[src/rtl/fifo_ctrl.sv]
// fifo_ctrl: pointer, occupancy and flag controller driving a dual-port RAM with registered read data.
module fifo_ctrl #(
    parameter int DATA_WIDTH = 8,
    parameter int ADDR_WIDTH = 8,
    parameter int AF_TH      = (1 << ADDR_WIDTH) - 4,
    parameter int AE_TH      = 4
) (
    input  logic                  clk,
    input  logic                  rst_n,
    input  logic                  clear,
    input  logic                  wr_en,
    input  logic [DATA_WIDTH-1:0] wr_data,
    input  logic                  rd_en,
    output logic [DATA_WIDTH-1:0] rd_data,
    output logic                  rd_valid,
    output logic                  full,
    output logic                  empty,
    output logic                  almost_full,
    output logic                  almost_empty,
    output logic [ADDR_WIDTH:0]   count,
    output logic                  overflow,
    output logic                  underflow,
    input  logic                  clr_err,
    output logic [ADDR_WIDTH-1:0] ram_addr_0,
    output logic                  ram_ce_0,
    output logic                  ram_wr_0,
    output logic [DATA_WIDTH-1:0] ram_data_0,
    output logic [ADDR_WIDTH-1:0] ram_addr_1,
    output logic                  ram_ce_1,
    output logic                  ram_wr_1,
    input  logic [DATA_WIDTH-1:0] ram_data_1
);
    localparam int DEPTH = 1 << ADDR_WIDTH;
    localparam logic [ADDR_WIDTH:0] DEPTH_V = DEPTH[ADDR_WIDTH:0];
    localparam logic [ADDR_WIDTH:0] AF_V    = AF_TH[ADDR_WIDTH:0];
    localparam logic [ADDR_WIDTH:0] AE_V    = AE_TH[ADDR_WIDTH:0];
    localparam logic [ADDR_WIDTH:0] ONE     = {{ADDR_WIDTH{1'b0}}, 1'b1};

    logic [ADDR_WIDTH:0] wr_ptr_q, wr_ptr_d, rd_ptr_q, rd_ptr_d, count_q, count_d;
    logic                rd_valid_q, rd_valid_d, overflow_q, overflow_d, underflow_q, underflow_d;
    logic                wr_acc, rd_acc;

    assign full         = count_q == DEPTH_V;
    assign empty        = count_q == '0;
    assign almost_full  = count_q >= AF_V;
    assign almost_empty = count_q <= AE_V;
    assign count        = count_q;
    assign rd_valid     = rd_valid_q;
    assign rd_data      = ram_data_1;
    assign overflow     = overflow_q;
    assign underflow    = underflow_q;
    assign ram_ce_0     = wr_acc;
    assign ram_wr_0     = wr_acc;
    assign ram_addr_0   = wr_ptr_q[ADDR_WIDTH-1:0];
    assign ram_data_0   = wr_data;
    assign ram_ce_1     = rd_acc;
    assign ram_addr_1   = rd_ptr_q[ADDR_WIDTH-1:0];
    assign ram_wr_1     = 1'b0;

    always_comb begin
        wr_acc      = wr_en & ~full & ~clear;
        rd_acc      = rd_en & ~empty & ~clear;
        wr_ptr_d    = clear ? '0 : wr_ptr_q + (wr_acc ? ONE : '0);
        rd_ptr_d    = clear ? '0 : rd_ptr_q + (rd_acc ? ONE : '0);
        count_d     = clear                ? '0 :
                      (wr_acc & ~rd_acc)   ? count_q + ONE :
                      (rd_acc & ~wr_acc)   ? count_q - ONE : count_q;
        rd_valid_d  = rd_acc;
        // a new error event outranks a simultaneous clr_err
        overflow_d  = (wr_en & full & ~clear) | (overflow_q & ~clr_err);
        underflow_d = (rd_en & empty & ~clear) | (underflow_q & ~clr_err);
    end

    always_ff @(posedge clk or negedge rst_n) begin
        if (!rst_n) begin
            wr_ptr_q    <= '0;
            rd_ptr_q    <= '0;
            count_q     <= '0;
            rd_valid_q  <= 1'b0;
            overflow_q  <= 1'b0;
            underflow_q <= 1'b0;
        end else begin
            wr_ptr_q    <= wr_ptr_d;
            rd_ptr_q    <= rd_ptr_d;
            count_q     <= count_d;
            rd_valid_q  <= rd_valid_d;
            overflow_q  <= overflow_d;
            underflow_q <= underflow_d;
        end
    end
endmodule

[config.mk]
export PLATFORM = sky130hd
export DESIGN_NAME = fifo_ctrl
export DESIGN_NICKNAME = d
export VERILOG_FILES = /design/src/rtl/fifo_ctrl.sv
export SDC_FILE = /design/constraint.sdc
export NUM_CORES = 1
export LEC_CHECK = 0
export CORE_ASPECT_RATIO = 1.75
export CORE_MARGIN = 10
export CORE_UTILIZATION = 40
export DETAILED_ROUTE_END_ITERATION = 10
export PLACE_DENSITY = 0.73
export SYNTH_ARGS = -nofsm -noshare
export SYNTH_HDL_FRONTEND = slang
export SYNTH_SLANG_ARGS = --single-unit
[constraint.sdc]
create_clock -name clk -period 5.35 [get_ports clk]
set_clock_uncertainty 0.1 [all_clocks]
set_input_delay 0.8025 -clock clk [delete_from_list [all_inputs] [get_ports clk]]
set_output_delay 0.8025 -clock clk [all_outputs]
set_load 0.05 [all_outputs]
==> impl_metrics.py, run 1 <==
metrics = {
    "worst_setup_path": {
        "startpoint_type": "flop",
        "path_class": "reg2out",
        "crit_path_max_fanout": 6,
        "cp_data_arrival_time_ps": 2900,
        "path_cells": "or4_1 -> or3_1 -> nor2_1 -> clkdlybuf4s50_1",
        "max_stage_delay_ps": 830,
        "worstPathRequired_ps": 4450,
        "crit_path_end_kind": "primary output",
        "slowest_stage": "clkdlybuf4s50_1",
    },
    "global_routing": {
        "grt.overflow.total": 0,
        "grt_pass1_vias": 1548,
        "grt_max_degree": 32,
        "antenna_found_initial": 0,
        "grt_pass1_wl_um": 7490,
        "grtUsageTotal": 0.112,
    },
    "place": {
        "gp_congestion": 0.881,
        "place_hpwl_um": 3500,
        "port_buffers": 40,
        "place_area_um2": 2190,
    },
    "clocking": {
        "cts_buffers": 3,
        "cts_root_buf": "clkbuf_8",
        "cts-hold-fix-buffers": 0,
        "clk_latency_ps": 270,
        "cts_setup_buffers": 0,
        "cts_resized": 0,
        "clockBufferDepth": 2,
        "path_clk_slew_ps": 90,
        "cts_tree": "built",
        "clock-sinks": 28,
        "htree_num_levels": 1,
    },
    "yosys": {
        "synth-async-reset-ratio": 1.00,
        "ys_types": 45,
        "syn_area_per_cell_um2": 9.57,
        "postSynthCellCount": 196,
        "ys_ff_latch": 28,
        "ys_dominant_reg_cell": "dfrtp_1",
        "yosysMostFrequentCell": "dfrtp_1",
        "ys_warn_count": 0,
        "synth_area_um2": 1880,
        "synth_area_leader_cell": "dfrtp_1",
        "synth_top_cell_area_share": 0.374,
        "yosys-top-cells-area": "dfrtp_1 (37%), ha_1 (8.0%), buf_4 (7.2%)",
        "seq_area_frac_synth": 0.374,
        "synth-edff-count": 0,
        "synth_common_cells": "dfrtp_1 (28), buf_4 (18), nor2_1 (17), ha_1 (12), nand3_1 (10)",
        "synth_nets": 231,
    },
    "sta": {
        "finalSetupTns_ps": 0,
        "period_share": 0.711,
        "maxSlewViolCount": 0,
        "rsz0062_at_grt": "no",
        "slew_headroom": 0.647,
        "hold-worst-slack_ps": 450,
        "post-route-min-period_ps": 3800,
        "final-hold-violation-count": 0,
        "tightest_slew_ps": 527,
        "max_freq_mhz": 263,
        "final-setup-viol-count": 0,
    },
    "cells_and_area": {
        "area_growth_pct": 19.6,
        "drive_gt1_frac": 0.0596,
        "stdcell_area_um2": 2240,
        "n_antenna_cell": 0,
        "fin_nets": 254,
        "fillers": 418,
        "fin_util": 0.500,
    },
    "routing": {
        "final_antenna_net_count": 0,
        "top_layer": "met4",
        "met1Wirelength_um": 1670,
        "viasPerCell": 5.47,
        "vias": 1472,
        "drc": 0,
        "wl_met2_um": 2420,
        "routedWlPerCell_um": 16.7,
        "drt_iter0_drc": 25,
        "wl_met3_um": 333,
        "first_pass_iters": 4,
        "wl_um": 4500,
    },
    "floorplanning": {
        "coreArea_um2": 4480,
        "start_util": 0.418,
        "pin_count": 74,
        "rows": 32,
        "fp.dieH_um": 111,
        "die-area_um2": 7940,
        "fp.dieW_um": 71.8,
    },
    "job": {
        "maxCapViolations": 0,
    },
    "power_and_ir_drop": {
        "p_sw_mw": 0.441,
        "p_per_area_nw_per_um2": 426,
        "intPower_mw": 0.514,
        "clkPwrFrac": 0.138,
        "irDropWorstVdd_uv": 404,
        "p_leak_nw": 0.981,
        "power_frac_comb": 0.560,
        "p_seq_frac": 0.302,
        "swShare": 0.461,
    },
    "worst_hold_path": {
        "hp-class": "reg2reg",
    },
    "status": {
        "status": "finished, final reports clean",
    },
}
final cells by class:
class	count	area [µm²]	share of cell area
inverter	8	30.0	0.0134
multi-input combinational	136	978	0.436
clock buffer	4	55.1	0.0245
sequential	28	701	0.312
tap	51	63.8	0.0284
timing repair buffer	42	415	0.185
worst max-delay path: cells and delay by family (launching register included):
kind	cells	cell delay, ps
flip-flops	1	440
buffers and inverters	1	830
AND/OR/NAND/NOR	3	1340
metrics by stage:
stage / setup slack, ps / power [mW] / std cells
2_1_floorplan: 1220 / 0.711 / 196
3_3_place_gp: 1570 / 0.823 / 265
3_5_place_dp: 1480 / 0.826 / 265
4_1_cts: 1560 / 0.960 / 269
5_1_grt: 1360 / 1.02 / 269
6_report: 1550 / 0.955 / 269
power groups by stage:
stage	clock network, mW	logic [mW]	registers (mW)
finish	0.132	0.534	0.288
global route	0.143	0.585	0.294
CTS	0.134	0.537	0.289
detailed placement	0	0.534	0.292
global placement	0	0.530	0.293
floorplan	0	0.338	0.373
final timing paths:
kind / from / cells past startpoint / end / slack [ps]
worst max-delay path: count[4] / 4 / empty / 1550
worst min-delay path: underflow / 2 / underflow / 450
worst max register to register: count[4] / 12 / count[8] / 1620
worst min register to register: underflow / 2 / underflow / 450
max in group asynchronous: rst_n / 2 / count[4] / 4090
min in group asynchronous: rst_n / 2 / rd_valid / 790
layout by cell type, fill, tap and decap left out, types with 2 or more instances in the layout:
master / instances
ha_1: 12
a21oi_1: 5
o21ai_0: 5
a21o_1: 2
or3_1: 4
nor2b_1: 5
clkbuf_8: 4
nor2_1: 17
inv_1: 8
a211oi_1: 2
nand4_1: 2
nor3_1: 8
nand2b_1: 4
nor4_1: 3
and3_1: 5
nand3_1: 10
o21a_1: 6
mux2_4: 3
clkdlybuf4s50_1: 40
xnor2_1: 6
xor2_1: 9
buf_4: 2
nand2_1: 7
dfrtp_1: 28
mux2i_1: 2
logic make-up (layout without fill, tap and decap cells):
| group | count (synthesis) | count (layout) | share of synthesized area |
|---|---|---|---|
| other | 1 | 1 | 0.00200 |
| adder cells (fa/ha/maj) | 13 | 13 | 0.0907 |
| XOR/XNOR | 15 | 15 | 0.0700 |
| AO/OA/AOI/OAI | 31 | 31 | 0.125 |
| buffers and inverters | 32 | 54 | 0.105 |
| flip-flops | 28 | 28 | 0.374 |
| AND/OR/NAND/NOR | 71 | 71 | 0.199 |
| multiplexers | 5 | 5 | 0.0347 |
layer usage:
layer,vias up,GRT usage
met5,-,0
met4,0,0.0492
met3,6,0.0394
met2,36,0.201
met1,716,0.110
li1,714,-
flip-flops by register name, summed over array words and instances, names as in the netlist:
register   cells
rd_valid       1
wr_ptr_q       8
count          9
rd_ptr_q       8
underflow      1
overflow       1
(Power assumes the default switching activity.)
==> run 2, diff against run 1 <==
clock period = 3.75 ns   (was 5.35 ns; I/O delays follow)
==> run 2 against run 1 <==
Compared with the run above:
- non-clock buffer count unchanged
- combinational power rose by 48%
- sequential power rose by 44%
- global-route usage is 0.42 points higher
- core utilization grew 1.2 points
- largest power group unchanged
- critical path depth up 8
- first-iteration DRC count is 120% higher
- flip-flop and latch count unchanged
- worst setup slack lost 1200 ps
- final area grew 2.4%
- via count increased by 0.95%
==> impl_metrics.py, run 2 (synthesis results as in run 1) <==
metrics = {
    "worst_setup_path": {
        "worstPathRequired_ps": 3810,
        "crit-reg2reg-capture": "count[8]",
        "reg2regPathDepth": 12,
        "crit_path_start": "count[4]",
        "cp_data_arrival_time_ps": 3480,
        "endpoint": "count[8]",
        "crit_path_end_kind": "flop",
        "r2r_start": "count[4]",
        "r2r_setup_slack_ps": 330,
        "startpoint_type": "flop",
        "crit_path_max_fanout": 6,
        "path_class": "reg2reg",
    },
    "floorplanning": {
        "fp.dieW_um": 71.8,
        "rows": 32,
        "fp.dieH_um": 111,
        "pin_count": 74,
        "coreArea_um2": 4480,
        "die-area_um2": 7940,
        "start_util": 0.418,
    },
    "sta": {
        "maxSlewViolCount": 0,
        "final-hold-violation-count": 0,
        "rsz0062_at_grt": "no",
        "final-setup-viol-count": 0,
        "tightest_slew_ps": 575,
        "max_freq_mhz": 292,
        "period_share": 0.913,
        "post-route-min-period_ps": 3420,
        "finalSetupTns_ps": 0,
        "slew_headroom": 0.615,
    },
    "routing": {
        "drc": 0,
        "vias": 1486,
        "final_antenna_net_count": 0,
        "wl_um": 4720,
        "first_pass_iters": 4,
        "routedWlPerCell_um": 17.5,
        "viasPerCell": 5.52,
        "drt_iter0_drc": 55,
    },
    "cells_and_area": {
        "final_common_cell": "clkdlybuf4s50_1",
        "area_growth_pct": 22.5,
        "largest_register_ff_count": 9,
        "n_antenna_cell": 0,
        "multi_input_area_um2": 1010,
        "layout_common_cells": "clkdlybuf4s50_1 (37), dfrtp_1 (28), nor2_1 (15)",
        "drive_gt1_frac": 0.106,
        "fin_nets": 254,
        "stdcell_area_um2": 2300,
        "fillers": 427,
        "regArea_um2": 701,
    },
    "clocking": {
        "path_clk_slew_ps": 100,
        "clk_latency_ps": 270,
        "clockBufferDepth": 2,
        "cts_tree": "built",
        "clock-sinks": 28,
        "cts_setup_buffers": 0,
        "cts_resized": 0,
        "cts-hold-fix-buffers": 0,
        "cts_buffers": 3,
        "cts_root_buf": "clkbuf_8",
        "htree_num_levels": 1,
    },
    "global_routing": {
        "grtUsageTotal": 0.117,
        "grt_max_degree": 31,
        "grt_pass1_vias": 1608,
        "grt.overflow.total": 0,
        "grt_pass1_wl_um": 7830,
        "antenna_found_initial": 0,
    },
    "place": {
        "gp_congestion": 0.807,
        "place_area_um2": 2210,
        "port_buffers": 40,
        "place_hpwl_um": 3580,
    },
    "status": {
        "status": "finished, final reports clean",
    },
    "power_and_ir_drop": {
        "irDropWorstVdd_uv": 476,
        "p_per_area_nw_per_um2": 628,
        "p_leak_nw": 0.990,
    },
    "job": {
        "maxCapViolations": 0,
    },
    "worst_hold_path": {
        "hp-class": "reg2reg",
    },
}
[run 2: worst min-delay path by stage]
stage	start	endpoint	slack [ps]	depth (start not counted)
2_1_floorplan	rst_n	count[0]	170	0
6_report	underflow	underflow	440	2
3_3_place_gp	underflow	underflow	410	2
3_5_place_dp	underflow	underflow	420	2
4_1_cts	underflow	underflow	440	2
5_1_grt	underflow	underflow	490	2
[run 2: power by group]
group	switching, mW	leakage, nW	internal (mW)
logic	0.478	0.576	0.313
registers	0.0729	0.378	0.341
clock network	0.0961	0.0357	0.143
total	0.647	0.990	0.797
[run 2: critical path: stages (launching register included)]
cell,delay [ps]
dfrtp_1,430
or4_4,600
nor3_2,230
nand2_1,140
clkinvlp_4,140
nor2_4,50
and2_1,160
fa_1,400
nor2b_1,200
o2111ai_1,240
a32oi_2,320
mux2i_1,220
nand3_1,90
[run 2: per-layer routing]
layer / GRT usage / part of all wire
met1: 0.118 / 0.37
met2: 0.211 / 0.54
met3: 0.0295 / 0.057
met4: 0.0543 / 0.031
met5: 0 / 0
[run 2: through the flow]
step | hold slack [ps] | power (mW) | cells | setup WS (ps) | util
4_1_cts | 441 | 1.43 | 269 | 89.7 | 0.508
3_5_place_dp | 416 | 1.19 | 265 | 119 | 0.492
2_1_floorplan | 167 | 1.02 | 196 | 11.7 | -
5_1_grt | 489 | 1.53 | 269 | 69.2 | 0.512
3_3_place_gp | 414 | 1.18 | 265 | 270 | 0.492
6_report | 436 | 1.44 | 269 | 326 | 0.512
[run 2: final cells by class]
class / instances / share of cell area
clock buffers: 3 / 0.0180
flip-flops and latches: 28 / 0.305
clock inverters: 1 / 0.0131
multi-input cells: 136 / 0.438
repair buffers: 42 / 0.183
inverters: 8 / 0.0147
well taps: 51 / 0.0278
